**config.mk**
```make
export PLATFORM = sky130hd
export DESIGN_NAME = io_boot_sequencer
export DESIGN_NICKNAME = d
export VERILOG_FILES = /design/src/rtl/io_boot_sequencer.sv
export SDC_FILE = /design/constraint.sdc
export NUM_CORES = 1
export LEC_CHECK = 0
export CAP_MARGIN = 20
export CORE_MARGIN = 2
export CORE_UTILIZATION = 57
export DETAILED_ROUTE_END_ITERATION = 7
export DONT_BUFFER_PORTS = 1
export PLACE_DENSITY = 0.72
export RECOVER_POWER = 50
export SKIP_CTS_REPAIR_TIMING = 1
export SYNTH_ARGS = -nofsm -noshare
export SYNTH_HDL_FRONTEND = slang
export SYNTH_SLANG_ARGS = --single-unit
```
**constraint.sdc**
```tcl
create_clock -name clk -period 2.2 [get_ports clk]
set_input_delay 0.11 -clock clk [delete_from_list [all_inputs] [get_ports clk]]
set_output_delay 0.11 -clock clk [all_outputs]
set_load 0.02 [all_outputs]
```
**src/rtl/io_boot_sequencer.sv**
```systemverilog
// io_boot_sequencer: top-level boot / IO control sequencer.
// Waits for the clock generator to lock. It then asks the host for a program,
// receives it under a host-inactivity watchdog, asks for input data and starts
// the core. When the core halts it parks in HALTED. From there it can re-run
// with or without re-downloading the program. A saturating counter tracks
// completed runs. It also selects which side drives the BRAM write port.
//
// Optional feature macro: IO_BOOT_SEQ_DONE_SIG_EN
//   defined   -> SIG_DONE is sent to the host after each core halt
//   undefined -> EXECUTE goes straight to HALTED
//
// Ports:
//   clk, rst        core clock, synchronous active-high reset
//   locked          clock generator locked
//   prog_recv_done  pulse: program fully received
//   rx_activity     pulse per received byte, restarts the watchdog
//   core_halt       level: core reached halt
//   rerun_req       pulse: restart execution (sampled only in HALTED)
//   reload_prog     with rerun_req: 1 = download the program again
//   tx_ready        output controller accepts a signal byte
//   tx_valid        signal byte valid
//   tx_signal       signal byte
//   tx_mode         1 = signal mode, 0 = core output (DMA) mode
//   ex_start        one-cycle core start pulse
//   bram_sel_input  1 = BRAM write port driven by the input controller
//   timeout_err     sticky watchdog error
//   run_count       completed runs, saturating
//   busy            high in every state except HALTED and ERROR
module io_boot_sequencer #(
   parameter int unsigned            SIG_W          = 8,
   parameter logic [SIG_W-1:0]       SIG_SEND_PROG  = SIG_W'(8'h99),
   parameter logic [SIG_W-1:0]       SIG_SEND_DATA  = SIG_W'(8'haa),
   parameter logic [SIG_W-1:0]       SIG_DONE       = SIG_W'(8'hbb),
   parameter int unsigned            TIMEOUT_W      = 24,
   parameter logic [TIMEOUT_W-1:0]   TIMEOUT_CYCLES = TIMEOUT_W'(10_000_000),
   parameter int unsigned            RUN_CNT_W      = 8
) (
   input  logic                 clk,
   input  logic                 rst,
   input  logic                 locked,
   input  logic                 prog_recv_done,
   input  logic                 rx_activity,
   input  logic                 core_halt,
   input  logic                 rerun_req,
   input  logic                 reload_prog,
   input  logic                 tx_ready,
   output logic                 tx_valid,
   output logic [SIG_W-1:0]     tx_signal,
   output logic                 tx_mode,
   output logic                 ex_start,
   output logic                 bram_sel_input,
   output logic                 timeout_err,
   output logic [RUN_CNT_W-1:0] run_count,
   output logic                 busy
);

   // Watchdog value seen in the last idle cycle before the timeout fires
   localparam logic [TIMEOUT_W-1:0] WD_LAST = TIMEOUT_CYCLES - TIMEOUT_W'(1);

   typedef enum logic [2:0] {
      ST_INIT,
      ST_SEND_PROG,
      ST_PROG_RECV,
      ST_SEND_DATA,
      ST_EXECUTE,
      ST_HALTED,
      ST_ERROR
`ifdef IO_BOOT_SEQ_DONE_SIG_EN
      , ST_SEND_DONE
`endif
   } state_t;

   state_t                 state_q, state_d;
   logic [TIMEOUT_W-1:0]   wd_q, wd_d;
   logic [RUN_CNT_W-1:0]   run_cnt_d;
   logic [SIG_W-1:0]       tx_signal_d;
   logic                   tx_valid_d, tx_mode_d, ex_start_d, bram_sel_d;
   logic                   err_d, busy_d;
   logic                   hs_c, wd_expired_c, in_send_c;

`ifndef IO_BOOT_SEQ_DONE_SIG_EN
   logic unused_sig_done;
   assign unused_sig_done = ^SIG_DONE;
`endif

   // Next-state, watchdog, run counter and registered-output next values
   always_comb begin
      state_d      = state_q;
      wd_d         = wd_q;
      run_cnt_d    = run_count;
      err_d        = timeout_err;
      ex_start_d   = 1'b0;
      tx_signal_d  = tx_signal;
      in_send_c    = 1'b0;
      hs_c         = tx_valid && tx_ready;
      wd_expired_c = (TIMEOUT_CYCLES != '0) && (wd_q == WD_LAST);

      case (state_q)
         ST_INIT: begin
            if (locked) state_d = ST_SEND_PROG;
         end
         ST_SEND_PROG: begin
            in_send_c   = 1'b1;
            tx_signal_d = SIG_SEND_PROG;
            if (hs_c) state_d = ST_PROG_RECV;
         end
         ST_PROG_RECV: begin
            if (rx_activity)      wd_d = '0;
            else if (wd_q != '1)  wd_d = wd_q + TIMEOUT_W'(1);
            // A finished download beats a timeout in the same cycle
            if (prog_recv_done) begin
               state_d = ST_SEND_DATA;
            end else if (!rx_activity && wd_expired_c) begin
               state_d = ST_ERROR;
               err_d   = 1'b1;
            end
         end
         ST_SEND_DATA: begin
            in_send_c   = 1'b1;
            tx_signal_d = SIG_SEND_DATA;
            if (hs_c) begin
               state_d    = ST_EXECUTE;
               ex_start_d = 1'b1;
            end
         end
         ST_EXECUTE: begin
            if (core_halt) begin
               if (run_count != '1) run_cnt_d = run_count + RUN_CNT_W'(1);
`ifdef IO_BOOT_SEQ_DONE_SIG_EN
               state_d = ST_SEND_DONE;
`else
               state_d = ST_HALTED;
`endif
            end
         end
`ifdef IO_BOOT_SEQ_DONE_SIG_EN
         ST_SEND_DONE: begin
            in_send_c   = 1'b1;
            tx_signal_d = SIG_DONE;
            if (hs_c) state_d = ST_HALTED;
         end
`endif
         ST_HALTED: begin
            if (rerun_req) state_d = reload_prog ? ST_SEND_PROG : ST_SEND_DATA;
         end
         ST_ERROR: begin
         end
         default: state_d = ST_ERROR;
      endcase

      // Fresh watchdog window on every entry into program reception
      if (state_d == ST_PROG_RECV && state_q != ST_PROG_RECV) wd_d = '0;

      // Valid rises one cycle after entering a send state and drops on the handshake
      tx_valid_d = in_send_c && !hs_c;
      tx_mode_d  = !(state_d == ST_EXECUTE || state_d == ST_HALTED);
      bram_sel_d = (state_d == ST_PROG_RECV);
      busy_d     = !(state_d == ST_HALTED || state_d == ST_ERROR);
   end

   // State and output registers
   always_ff @(posedge clk) begin
      if (rst) begin
         state_q        <= ST_INIT;
         wd_q           <= '0;
         run_count      <= '0;
         tx_valid       <= 1'b0;
         tx_signal      <= '0;
         tx_mode        <= 1'b1;
         ex_start       <= 1'b0;
         bram_sel_input <= 1'b0;
         timeout_err    <= 1'b0;
         busy           <= 1'b1;
      end else begin
         state_q        <= state_d;
         wd_q           <= wd_d;
         run_count      <= run_cnt_d;
         tx_valid       <= tx_valid_d;
         tx_signal      <= tx_signal_d;
         tx_mode        <= tx_mode_d;
         ex_start       <= ex_start_d;
         bram_sel_input <= bram_sel_d;
         timeout_err    <= err_d;
         busy           <= busy_d;
      end
   end

endmodule

```
==> results.txt <==
----------------------------------------------------
[Yosys]
  Number of storage elements in the synthesis netlist ... 44
  Number of synthesized flops with an enable pin ... 0
  Total standard cell area after synthesis ... 0.00219 mm^2
  Async SR Flop Fraction ... 0%
  Area share of the leading cell type in the synthesized netlist ... 40.1%
  Post-synthesis area per instance ... 8.61 um^2
  Sequential fraction of the synthesis area ... around two fifths
  Cell type with the largest total area after synthesis ... dfxtp_1
  Number of distinct library cell variants in the gate-level netlist after synthesis ... 49
  Synth top area cells ... dfxtp_1 40%, xnor2_1 6.0%, nor2_1 4.8%
  Warning count from the yosys run ... 0
  Main flop type after synthesis ... dfxtp_1
  Instance count of the mapped netlist ... around 260

[Place]
  Weighted congestion at the end of routability-driven global placement ... approximately 0.9
  Port Buffers ... 0
  Post-placement cell area ... between 0.002 and 0.0025 mm^2
  DP HPWL ... 3170 um

[Worst setup path]
  Data required time at the worst endpoint ... between 2 and 2.5 ns
  Cell count of the worst reg-to-reg path ... 5
  Startpoint class of the critical path ... register
  RR Endpoint ... wd_q[15]$_SDFFE_PP0P_
  Arrival time at the worst endpoint ... 2.24 ns
  Family with the most delay on the worst path ... simple AND/OR/NAND/NOR gates
  Critical path class ... reg -> reg
  Maximum fanout encountered on the critical timing path ... 6
  Critical path's slowest cell ... or4_4
  Kind of end point of the critical path ... register
  Endpoint of the worst setup timing path ... wd_q[15]$_SDFFE_PP0P_
  Reg-to-reg critical path startpoint ... state_q[2]$_SDFF_PP0_
  CP Launch Point ... state_q[2]$_SDFF_PP0_
  WP depth ... 5
  R2r setup slk ... 0.15 ns
  Critical-path cell list ... or3b_1, or4_4, a2111oi_2, xnor2_1, nor2_1
  Bufs and invs on worst path ... 0
  Biggest cell delay along the critical path ... 0.60 ns

[Clock network]
  Buffer depth of the longest clock path ... 2
  Insertion delay to the later sink of the worst-skew pair ... 0.30 ns
  Clock root buffer ... clkbuf_8
  H-tree depth reported by CTS ... 2
  Reg clk slew, reported paths ... 0.08 ns
  Clock tree from TritonCTS ... built
  TritonCTS Buffers ... 5
  Sinks on Clock Net ... 44

[Final layout]
  Final nets ... 271
  Diode count ... 0
  Share of final-layout standard cells stronger than drive strength 1 ... 8.05%
  Finished layout cell area ... around 0.0024 mm^2
  Area grow syn2layout ... 8.44%

[Power]
  Part of the power in the clock network ... 41.2%
  Cell area power density ... 623 mW/mm^2
  Proportion of power drawn by combinational gates ... 3.7%
  Reported leakage power ... between 0.0007 and 0.0008 uW
  Portion of total power attributed to sequential cells ... 55.1%
  Power spent charging and discharging nets ... 323 uW
  Internal Pwr Total ... 1160 uW
  Fraction of power spent switching nets ... 21.8%
  Largest voltage drop on the vdd net ... 405 uV

[Job]
  Number of maximum-capacitance constraint violations ... 0

[Global route]
  First-pass GRT wire length ... 7530 um
  Via count of the first global-routing pass ... approximately 1700
  Gr ovfl total ... 0
  Maximum number of pins on one net before global-route repair ... 22
  Global-route total usage across every layer ... 22.7%
  Initial antenna violation count ... 0

[STA]
  Unrepaired setup endpoints after global routing ... false
  Number of slew-limit violations in the final report ... 0
  Total count of hold-check failures in the final report ... 1
  Worst slew margin ... 56.8%
  Worst hold slack ... -0.00583 ns
  Number of setup violations in the final report ... 0
  Top achievable clock speed ... approximately 490 MHz
  Transition time at the pin with the least slew margin ... 0.646 ns
  Fin crit share ... 93.0%
  Setup TNS Final ... 0 ns
  Setup clock skew after layout ... 0.00632 ns
  Clock period minus worst slack ... 2.05 ns

[Routing]
  DRC errors left ... 0
  DRC marker count from the first detailed-route iteration ... approximately 130
  Total detailed-routing wirelength ... 4500 um
  Via-per-instance ratio ... 6.01
  Remaining antenna violation count ... 0
  Detailed-router iteration count before antenna repair ... 4
  Routed wirelength normalized by instance count ... 14.6 um
  Number of vias after detailed routing ... 1857

[Die]
  Core Region ... 0.00369 mm^2
  Die span in x ... 66.1 um
  FP Rows ... 22
  Io pins ... 31
  Initial Utilization ... 59.5%
  Height of the die ... 66.1 um
  Full die area ... 0.00436 mm^2

[Status]
  Failing checks ... negative hold slack
  Status ... complete, but fails checks

[Hold path]
  Hold crit path type ... in -> reg

----------------------------------------------------
-- cell usage in the layout (no fill, tap or decap), types with 6 or more instances in the layout --
master     n
nor2_1    28
a21oi_1   17
buf_4      7
a211oi_1   6
nand2_1   21
nand3_1   16
inv_1      6
nand4_1    7
xnor2_1   15
nor4_1     6
dfxtp_1   44
-- power by group through the flow --
| stage | clock network (uW) | registers (uW) | logic [uW] |
|---|---|---|---|
| 6_report | 610 | 817 | 55.4 |
| 4_1_cts | 630 | 817 | 46.2 |
| 3_3_place_gp | 0 | 836 | 45.2 |
| 5_1_grt | 667 | 819 | 61.7 |
| 3_5_place_dp | 0 | 836 | 46.0 |
| 2_1_floorplan | 0 | 831 | 51.1 |
-- cell type report --
| class | count | area (um^2) |
|---|---|---|
| Timing Repair Buffer | 12 | 91.3 |
| Multi-Input combinational cell | 191 | 1220 |
| Inverter | 6 | 22.5 |
| Fill cell | 308 | 1310 |
| Clock inverter | 2 | 35.0 |
| Sequential cell | 44 | 881 |
| Clock buffer | 6 | 72.6 |
| Tap cell | 48 | 60.1 |
-- routing by layer --
metal	part of all wire, %	wire length, um	global-route usage (%)	up-vias
met5	0	0	0	-
met4	1.8	79	9.95	0
met3	5.2	234	6.64	6
met2	46	2070	36.7	43
met1	47	2110	27.8	878
li1	-	-	-	930
-- how the worst min path moves through the flow --
stage	cells past startpoint	end	from
floorplan	1	tx_valid$_SDFF_PP0_	tx_ready
global placement	1	tx_signal[5]$_SDFFE_PP0P_	rst
detailed placement	1	timeout_err$_SDFFE_PP0P_	rst
CTS	1	run_count[3]$_SDFFE_PP0P_	rst
global route	2	wd_q[1]$_SDFFE_PP0P_	rx_activity
finish	2	wd_q[1]$_SDFFE_PP0P_	rx_activity
-- Yosys cell counts, drive strengths merged (4+ instances only) --
master / instances
a211oi: 6
a21oi: 17
and3: 4
buf: 7
clkbuf: 8
dfxtp: 44
inv: 6
nand2: 21
nand3: 16
nand4: 7
nor2: 28
nor3: 4
nor4: 7
o21ai: 5
or3: 5
or4: 6
xnor2: 15
xor2: 5
-- cell families (layout without fill, tap and decap cells) --
group                    count (synthesis)  count (layout)  synth area share [%]
AO/OA/AOI/OAI                           46              46                  15.2
flip-flops                              44              44                  40.1
multiplexers                             1               1                 0.456
other                                    1               2                 0.171
XOR/XNOR                                20              20                  7.98
AND/OR/NAND/NOR                        120             120                  30.4
buffers and inverters                   21              26                  4.56
adder cells (fa/ha/maj)                  2               2                  1.14
-- sequential cells by signal, summed over array words and instances (netlist names) --
name and count:
wd_q 24, run_count 8, state_q 3, tx_signal 3, bram_sel_input 1, busy 1, ex_start 1, timeout_err 1
tx_mode 1, tx_valid 1
-- through the flow --
step	setup WS, ns	util (%)	cells	hold WS (ns)	total power [uW]
CTS	0.107	64.0	306	-0.143	1490
finish	0.153	64.5	309	-0.00583	1480
detailed placement	0.117	61.1	298	0.184	882
global placement	0.142	61.1	298	0.184	881
global route	0.0364	64.5	309	-0.0172	1550
floorplan	0.176	-	256	0.207	882
No activity file was read; power rests on OpenSTA's default activity.
